==> src/rtl/pi_pkg.sv <==
// Shared types and helpers for the multi-channel PI controller.
package pi_pkg;

    typedef enum logic [1:0] {
        IDLE = 2'd0,
        CALC = 2'd1,
        DONE = 2'd2
    } state_t;

    // Clamp a wide signed value into the signed range of a w-bit word.
    function automatic logic signed [63:0] saturate(input logic signed [63:0] v, input int w);
        logic signed [63:0] hi;
        logic signed [63:0] lo;
        hi = (64'sd1 <<< (w - 1)) - 64'sd1;
        lo = -hi - 64'sd1;
        if (v > hi)
            return hi;
        else if (v < lo)
            return lo;
        else
            return v;
    endfunction

endpackage

==> src/rtl/pi_channel_datapath.sv <==
// Combinational PI step for one channel: error, saturated integral candidate,
// scaled and clamped output, and anti-windup integral selection.
module pi_channel_datapath
    import pi_pkg::*;
#(
    parameter int W    = 8,
    parameter int KW   = 8,
    parameter int IW   = 16,
    parameter int FRAC = 0
) (
    input  logic signed [W-1:0]  current,
    input  logic signed [W-1:0]  desired,
    input  logic [KW-1:0]        kp,
    input  logic [KW-1:0]        ki,
    input  logic signed [IW-1:0] integ,
    output logic signed [W-1:0]  result,
    output logic                 clamped,
    output logic signed [IW-1:0] integ_next
);

    logic signed [W:0]  err;
    logic signed [63:0] cand;
    logic signed [63:0] sum;
    logic signed [63:0] shifted;
    logic signed [63:0] clamp;

    always_comb begin
        err     = (W+1)'(desired) - (W+1)'(current);
        cand    = saturate(longint'(integ) + longint'(err), IW);
        sum     = longint'($signed({1'b0, kp})) * longint'(err)
                + longint'($signed({1'b0, ki})) * cand;
        shifted = sum >>> FRAC;
        clamp   = saturate(shifted, W);
        clamped = (clamp != shifted);
        result  = clamp[W-1:0];
        // Freeze the integrator only when the error pushes further into the clamp.
        if (clamped && (((shifted > clamp) && (err > 0)) || ((shifted < clamp) && (err < 0))))
            integ_next = integ;
        else
            integ_next = cand[IW-1:0];
    end

endmodule

==> src/rtl/pi_multi_channel.sv <==
// N-channel PI controller sharing one datapath; channels processed one per cycle,
// done pulses N_CH+1 cycles after start; start while busy is dropped.
module pi_multi_channel
    import pi_pkg::*;
#(
    parameter int W    = 8,
    parameter int N_CH = 4,
    parameter int KW   = 8,
    parameter int IW   = 16,
    parameter int FRAC = 0
) (
    input  logic                clk,
    input  logic                rst_n,
    input  logic                start,
    input  logic [N_CH*W-1:0]   current_value,
    input  logic [N_CH*W-1:0]   desired_value,
    input  logic [KW-1:0]       kp,
    input  logic [KW-1:0]       ki,
    input  logic [N_CH-1:0]     ch_enable,
    input  logic                clear_int,
    output logic                busy,
    output logic                done,
    output logic [N_CH*W-1:0]   pi_result,
    output logic [N_CH-1:0]     sat
);

    localparam int IDXW = (N_CH > 1) ? $clog2(N_CH) : 1;
    localparam logic [IDXW-1:0] LAST = IDXW'(N_CH - 1);

    state_t                state;
    state_t                state_next;
    logic [IDXW-1:0]       idx;
    logic [N_CH*W-1:0]     cur_q;
    logic [N_CH*W-1:0]     des_q;
    logic [KW-1:0]         kp_q;
    logic [KW-1:0]         ki_q;
    logic [N_CH-1:0]       en_q;
    logic [N_CH*W-1:0]     result_q;
    logic [N_CH-1:0]       sat_q;
    logic signed [IW-1:0]  integ [N_CH];

    logic signed [W-1:0]   ch_result;
    logic                  ch_sat;
    logic signed [IW-1:0]  ch_integ_next;

    pi_channel_datapath #(
        .W    (W),
        .KW   (KW),
        .IW   (IW),
        .FRAC (FRAC)
    ) u_dp (
        .current    ($signed(cur_q[idx*W +: W])),
        .desired    ($signed(des_q[idx*W +: W])),
        .kp         (kp_q),
        .ki         (ki_q),
        .integ      (integ[idx]),
        .result     (ch_result),
        .clamped    (ch_sat),
        .integ_next (ch_integ_next)
    );

    always_comb begin
        state_next = state;
        busy       = 1'b0;
        done       = 1'b0;
        case (state)
            IDLE: if (start) state_next = CALC;
            CALC: begin
                busy = 1'b1;
                if (idx == LAST) state_next = DONE;
            end
            DONE: begin
                busy       = 1'b1;
                done       = 1'b1;
                state_next = IDLE;
            end
            default: state_next = IDLE;
        endcase
    end

    always_ff @(posedge clk) begin
        if (!rst_n) begin
            state    <= IDLE;
            idx      <= '0;
            cur_q    <= '0;
            des_q    <= '0;
            kp_q     <= '0;
            ki_q     <= '0;
            en_q     <= '0;
            result_q <= '0;
            sat_q    <= '0;
            for (int k = 0; k < N_CH; k++) integ[k] <= '0;
        end else begin
            state <= state_next;
            if (state == IDLE && start) begin
                cur_q <= current_value;
                des_q <= desired_value;
                kp_q  <= kp;
                ki_q  <= ki;
                en_q  <= ch_enable;
                idx   <= '0;
            end
            if (state == CALC) begin
                idx <= (idx == LAST) ? '0 : idx + 1'b1;
                if (en_q[idx]) begin
                    result_q[idx*W +: W] <= ch_result;
                    sat_q[idx]           <= ch_sat;
                end
            end
            // A clear overrides any integrator write in the same cycle.
            for (int k = 0; k < N_CH; k++) begin
                if (clear_int)
                    integ[k] <= '0;
                else if (state == CALC && en_q[idx] && idx == IDXW'(k))
                    integ[k] <= ch_integ_next;
            end
        end
    end

    assign pi_result = result_q;
    assign sat       = sat_q;

endmodule

==> config.mk <==
export PLATFORM = sky130hd
export DESIGN_NAME = pi_multi_channel
export DESIGN_NICKNAME = d
export VERILOG_FILES = /design/src/rtl/pi_pkg.sv /design/src/rtl/pi_channel_datapath.sv /design/src/rtl/pi_multi_channel.sv
export SDC_FILE = /design/constraint.sdc
export NUM_CORES = 1
export LEC_CHECK = 0
export BUFFER_PORTS_ARGS = -buffer_cell sky130_fd_sc_hd__buf_2
export CAP_MARGIN = 25
export CORE_UTILIZATION = 40
export DETAILED_ROUTE_END_ITERATION = 12
export GPL_TIMING_DRIVEN = 0
export PLACE_DENSITY_LB_ADDON = 0.12
export SLEW_MARGIN = 0
export SYNTH_ARGS = -nofsm -noshare
export SYNTH_HDL_FRONTEND = slang
export SYNTH_SLANG_ARGS = --single-unit
==> constraint.sdc <==
create_clock -name clk -period 26.8 [get_ports clk]
set_input_delay 6.7 -clock clk [delete_from_list [all_inputs] [get_ports clk]]
set_output_delay 6.7 -clock clk [all_outputs]
set_load 0.02 [all_outputs]
==> impl_metrics.toml, run 1 <==
[timing]
relSlewSlack_pct = 33.83
hold_viol = 0
finalSetupViolCount = 0
rsz0062_at_grt = "false"
fin_worst_skew_ns = 0.04470
min_period_over_period_pct = 76.96
drv_slew = 0
finalSetupTns_ns = 0
worstMarginPinSlew_ns = 0.9859
finalCriticalPeriod_ns = 20.62
fmax_ghz = 0.04849

[clock_tree]
ctsResizeCount = 0
cts_buffers = 17
path_clk_slew_ns = 0.07
clock_latency_ns = 0.48
cts_tree = "built"
cts_setup_buffers = 0
cts_root_buf = "clkbuf_16"
h-tree-depth = 4
cts_hold_buffers = 0
clockBufferDepth = 2
clkSinkCount = 190

[synthesis]
synth_top_flop_cell = "dfxtp_1"
synth_warnings = 0
synth_compound_area_share_pct = 17.41
synthTopCellsByArea = "fa_1 18%, ha_1 13%, dfxtp_1 12%"
synthXorXnorAreaFrac_pct = 2.073
syn_inst = 2330
synthMuxAreaShare_pct = 3.982
yosys.area_share.adder_pct = 30.40
ys_ff_latch = 190
async_flop_share_pct = 0
ys_top_cells_by_count = "310 x nand2_1, 285 x inv_1, 208 x ha_1"
synth_top_family_by_area = "adder cells"
synth_edf_count = 64
syn_area_um2 = 20710
synth_top_cell_area_share_pct = 17.79
syn_nets = 2810
seq_area_frac_synth_pct = 21.46
syn_area_per_cell_um2 = 8.887
synth.most_common_cell = "nand2_1"
yosys.area.top_type = "fa_1"
ys_types = 76
synth-simple-area-share_pct = 16.99

[worst_setup_path]
crit_type = "flip-flop to flip-flop"
crit_arrival_ns = 20.81
r2r_start = "idx[0]"
cp_common_cell = "o21ai_0"
slowest_delay_ns = 0.69
cp_num_buf_inv = 11
r2r_slack_ns = 6.18
crit_family = "compound AO/OA/AOI/OAI gates"
worst_ep_required_time_ns = 26.99
startpoint_type = "flip-flop"
slowest_stage = "clkbuf_1"
reg2reg_depth = 72
path_max_fanout = 10
cp-end-kind = "flip-flop"
r2r-end = "integ[2][6]"

[floorplanning]
die_area_um2 = 52680
io_pins = 126
chipHeight_um = 229.5
core_um2 = 51200
initial_core_util_pct = 40.45
rows = 83
die_x_um = 229.5

[cells_and_area]
finalInstanceArea_um2 = 22910
final_net_count = 2965
fin_cells = 3179
area_growth_pct = 10.65
drive_gt1_share_pct = 10.01
final_util_pct = 44.75

[route]
viasPerCell = 5.398
drt-initial-drc-count = 937
via_count = 17160
dr.pass1.iters = 5
routed_wl_mm = 60.13
avgRoutedWirePerCell_um = 18.91
ant_nets = 0
drcViolationCount = 0

[place]
place_inst = 3144
hpwlAfterDp_mm = 48.59
io_buffers = 124
place_area_um2 = 22270
gp_congestion = 0.8994

[hold_path]
holdCritPathClass = "flip-flop to flip-flop"
min_to = "en_q[0]"
whs_path_depth = 2
min_from = "en_q[0]"

[grt]
grt_antenna_before_repair = 0
grt_max_degree = 19
grt_pass1_vias = 17330
overflow = 0
grt_pass1_wl_mm = 96.12
track_usage_pct = 23.28

[flow_run]
drv_cap = 0

[status]
outcome = "finished clean"
[worst max-delay path by stage]
stage / from / end / slack, ns / depth (start not counted)
after floorplan: idx[0] / integ[0][10] / 10.41 / 70
after global routing: idx[0] / integ[2][5] / 4.54 / 73
after CTS: idx[0] / integ[0][6] / 6.24 / 72
after global placement: idx[0] / integ[0][6] / 6.39 / 72
final: idx[0] / integ[2][6] / 6.18 / 72
after detailed placement: idx[0] / integ[2][6] / 6.32 / 72
[final cells by class]
type | instances | area (um2)
fill | 5068 | 28290
multi-input combinational | 1735 | 14680
sequential | 190 | 4444
inverter | 286 | 1074
tap | 680 | 850.8
timing repair buffer | 136 | 718.2
buffer | 119 | 515.5
clock buffer | 17 | 425.4
clock inverter | 15 | 200.2
antenna | 1 | 2.502
[cells by family (layout without fill, tap and decap cells)]
family                   count (synthesis)  after routing
buffers and inverters                  405            573
flip-flops                             190            190
multiplexers                            50             50
adder cells (fa/ha/maj)                393            393
other                                    0              1
AND/OR/NAND/NOR                        707            707
AO/OA/AOI/OAI                          536            536
XOR/XNOR                                49             49
[state kept, by name (all words and copies together) (netlist names), named ones only]
register	count
state	2
idx	2
integ	64
ki_q	8
kp_q	8
cur_q	32
en_q	4
sat	4
des_q	32
pi_result	32
[stage by stage]
stage / hold slack (ns) / setup WS, ns
final: 0.4665 / 6.176
after global placement: 0.4507 / 6.393
after global routing: 0.4868 / 4.543
after detailed placement: 0.4550 / 6.321
after floorplan: 0.4402 / 10.41
after CTS: 0.4656 / 6.236
[worst reg2reg max path, delay by kind of cell (launching register included)]
| family | cells | cell delay, ns |
|---|---|---|
| AO/OA/AOI/OAI | 32 | 7.82 |
| adder cells (fa/ha/maj) | 11 | 4.71 |
| buffers and inverters | 11 | 3.53 |
| flip-flops | 1 | 0.46 |
| multiplexers | 1 | 0.66 |
| AND/OR/NAND/NOR | 17 | 3.16 |
[metal layers]
metal / track usage (%) / part of all wire, % / up-vias
met4: 6.583 / 2.3 / 0
met5: 0 / 0 / -
li1: - / - / 8209
met3: 2.926 / 4.2 / 62
met1: 33.05 / 48 / 8519
met2: 36.95 / 46 / 371
[cell usage in the layout, fill, tap and decap left out, drive strengths merged, types with 57 or more instances in the layout]
cell type / count
nand2: 310
a21oi: 96
clkbuf: 98
nor2b: 109
and2: 57
inv: 292
ha: 208
o21ai: 160
fa: 184
a21boi: 100
buf: 174
dfxtp: 126
edfxtp: 64
Power of run 1 is left out: the tool's default activity adds up to more than one toggle a clock period on the data nets, which glitch-free logic cannot reach.
==> run 2, diff against run 1 <==
--- a/config.mk
+++ b/config.mk
@@ -5,6 +5,7 @@
 export SDC_FILE = /design/constraint.sdc
 export NUM_CORES = 1
 export LEC_CHECK = 0
+export ABC_AREA = 1
 export BUFFER_PORTS_ARGS = -buffer_cell sky130_fd_sc_hd__buf_2
 export CAP_MARGIN = 25
 export CORE_UTILIZATION = 40
==> constraint.sdc (replaced) <==
create_clock -name clk -period 21.5 [get_ports clk]
set_input_delay 5.375 -clock clk [delete_from_list [all_inputs] [get_ports clk]]
set_output_delay 5.375 -clock clk [all_outputs]
set_load 0.02 [all_outputs]
==> impl_metrics.toml, run 2 <==
[timing]
min_period_over_period_pct = 80.61
finalSetupTns_ns = 0
finalCriticalPeriod_ns = 17.33
timing.hold.ws_ns = 0.4692
fin_worst_skew_ns = 0.01799
worstMarginPinSlew_ns = 1.008
relSlewSlack_pct = 32.77
fmax_ghz = 0.05770
finalSetupViolCount = 0
hold_viol = 0
drv_slew = 0
rsz0062_at_grt = "false"

[cells_and_area]
final_util_pct = 44.51
multiInputGateArea_um2 = 13970
largest_reg_flops = 64
final_net_count = 3438
num-fill-cells = 5351
area_growth_pct = 9.993
layout_commonest_cell = "nand2_1"
top_register = "integ"
drive_gt1_share_pct = 10.03
final_cell_mix = "539 x nand2_1, 502 x inv_1, 368 x nor2_1, 211 x o21ai_0, 208 x ha_1"
regArea_um2 = 4444

[floorplanning]
core_um2 = 51300
rows = 83
die_x_um = 229.8
chipHeight_um = 229.8
die_area_um2 = 52810
initial_core_util_pct = 40.46
io_pins = 126

[route]
ant_nets = 0
viasPerCell = 5.045
via_count = 18420
drcViolationCount = 0
avgRoutedWirePerCell_um = 16.51
dr.pass1.iters = 7
routed_wl_mm = 60.29
drt-initial-drc-count = 1185

[synthesis]
syn_nets = 3292
ys_types = 54
syn_area_per_cell_um2 = 7.382
ys_top_cells_by_count = "539 x nand2_1, 502 x inv_1, 368 x nor2_1"
synth_top_flop_cell = "dfxtp_1"
synth_warnings = 0
synth.most_common_cell = "nand2_1"
async_flop_share_pct = 0
seq_area_frac_synth_pct = 21.41
syn_inst = 2812
syn_area_um2 = 20760
synth_top_cell_area_share_pct = 17.74
ys_ff_latch = 190
synth_edf_count = 64
synthTopCellsByArea = "fa_1 18%, ha_1 13%, dfxtp_1 12%"
yosys.area.top_type = "fa_1"

[clock_tree]
cts_root_buf = "clkbuf_16"
path_clk_slew_ns = 0.08
cts_tree = "built"
cts_setup_buffers = 0
ctsResizeCount = 0
h-tree-depth = 4
cts_buffers = 17
clock_latency_ns = 0.46
cts_hold_buffers = 0
clockBufferDepth = 2
clkSinkCount = 190

[worst_setup_path]
cp-end-kind = "flip-flop"
startpoint_type = "flip-flop"
crit_arrival_ns = 17.51
r2r_start = "idx[0]"
cp_common_cell = "inv_1"
worst_ep_required_time_ns = 21.68
crit_type = "flip-flop to flip-flop"
slowest_delay_ns = 0.74
slowest_stage = "o21ai_0"
path_max_fanout = 10
cp-startpoint = "idx[0]"
reg2reg_depth = 77

[grt]
overflow = 0
grt_pass1_wl_mm = 96.88
grt_max_degree = 19
grt_pass1_vias = 18140
track_usage_pct = 23.24
grt_antenna_before_repair = 2

[place]
hpwlAfterDp_mm = 50.50
io_buffers = 124
gp_congestion = 0.8952

[hold_path]
holdCritPathClass = "flip-flop to flip-flop"
min_from = "pi_result[9]"
whs_path_depth = 2

[status]
outcome = "finished clean"

[flow_run]
drv_cap = 0
==> run 2: routing by layer <==
metal,vias to the layer above,part of all wire [%],GRT usage [%]
li1,9134,-,-
met1,8796,48,33.41
met2,416,46,37.18
met3,71,4.4,2.877
met4,4,1.7,5.050
met5,-,0.043,0
==> run 2: logic make-up (layout without fill, tap and decap cells) <==
group / count (synthesis) / count (layout) / share of synthesized area [%]
and+or+nand+nor: 1164 / 1164 / 24.53
buffers and inverters: 617 / 775 / 11.32
adders and majority gates: 392 / 392 / 30.28
other: 0 / 1 / 0
DFF: 190 / 190 / 21.41
xor gates and xnor gates: 32 / 32 / 1.350
AOI/OAI and AO/OA: 417 / 417 / 11.11
==> run 2: through the flow <==
step | setup slack [ns] | std cells | instance area [um2]
after global routing | 3.084 | 3650 | 22830
after CTS | 4.207 | 3650 | 22830
final | 4.168 | 3651 | 22830
after floorplan | 7.291 | 2812 | 20760
after global placement | 3.854 | 3616 | 22230
after detailed placement | 4.272 | 3619 | 22270
==> run 2: final cells by class <==
cell class,count,area share (%)
Sequential cell,190,19.46
Clock buffer,18,1.923
Inverter,519,8.532
Buffer,98,1.759
Tap cell,680,3.726
Timing Repair Buffer,127,2.849
Multi-Input combinational cell,2005,61.19
Antenna cell,1,0.01096
Clock inverter,13,0.5425
==> run 2: final timing paths <==
| path | to | slack (ns) |
|---|---|---|
| setup / recovery | integ[3][9] | 4.17 |
| hold / removal | pi_result[9] | 0.47 |
| setup reg to reg | integ[3][9] | 4.17 |
| hold reg to reg | pi_result[9] | 0.47 |
==> run 2: worst max-delay path: cells and delay by family, from the launching register on <==
family	cells	cell delay [ns]
DFF	1	0.42
and+or+nand+nor	36	4.95
xor gates and xnor gates	1	0.15
buffers and inverters	15	3.25
AOI/OAI and AO/OA	13	2.69
adders and majority gates	12	5.54
Power of run 2 is left out for the same reason.
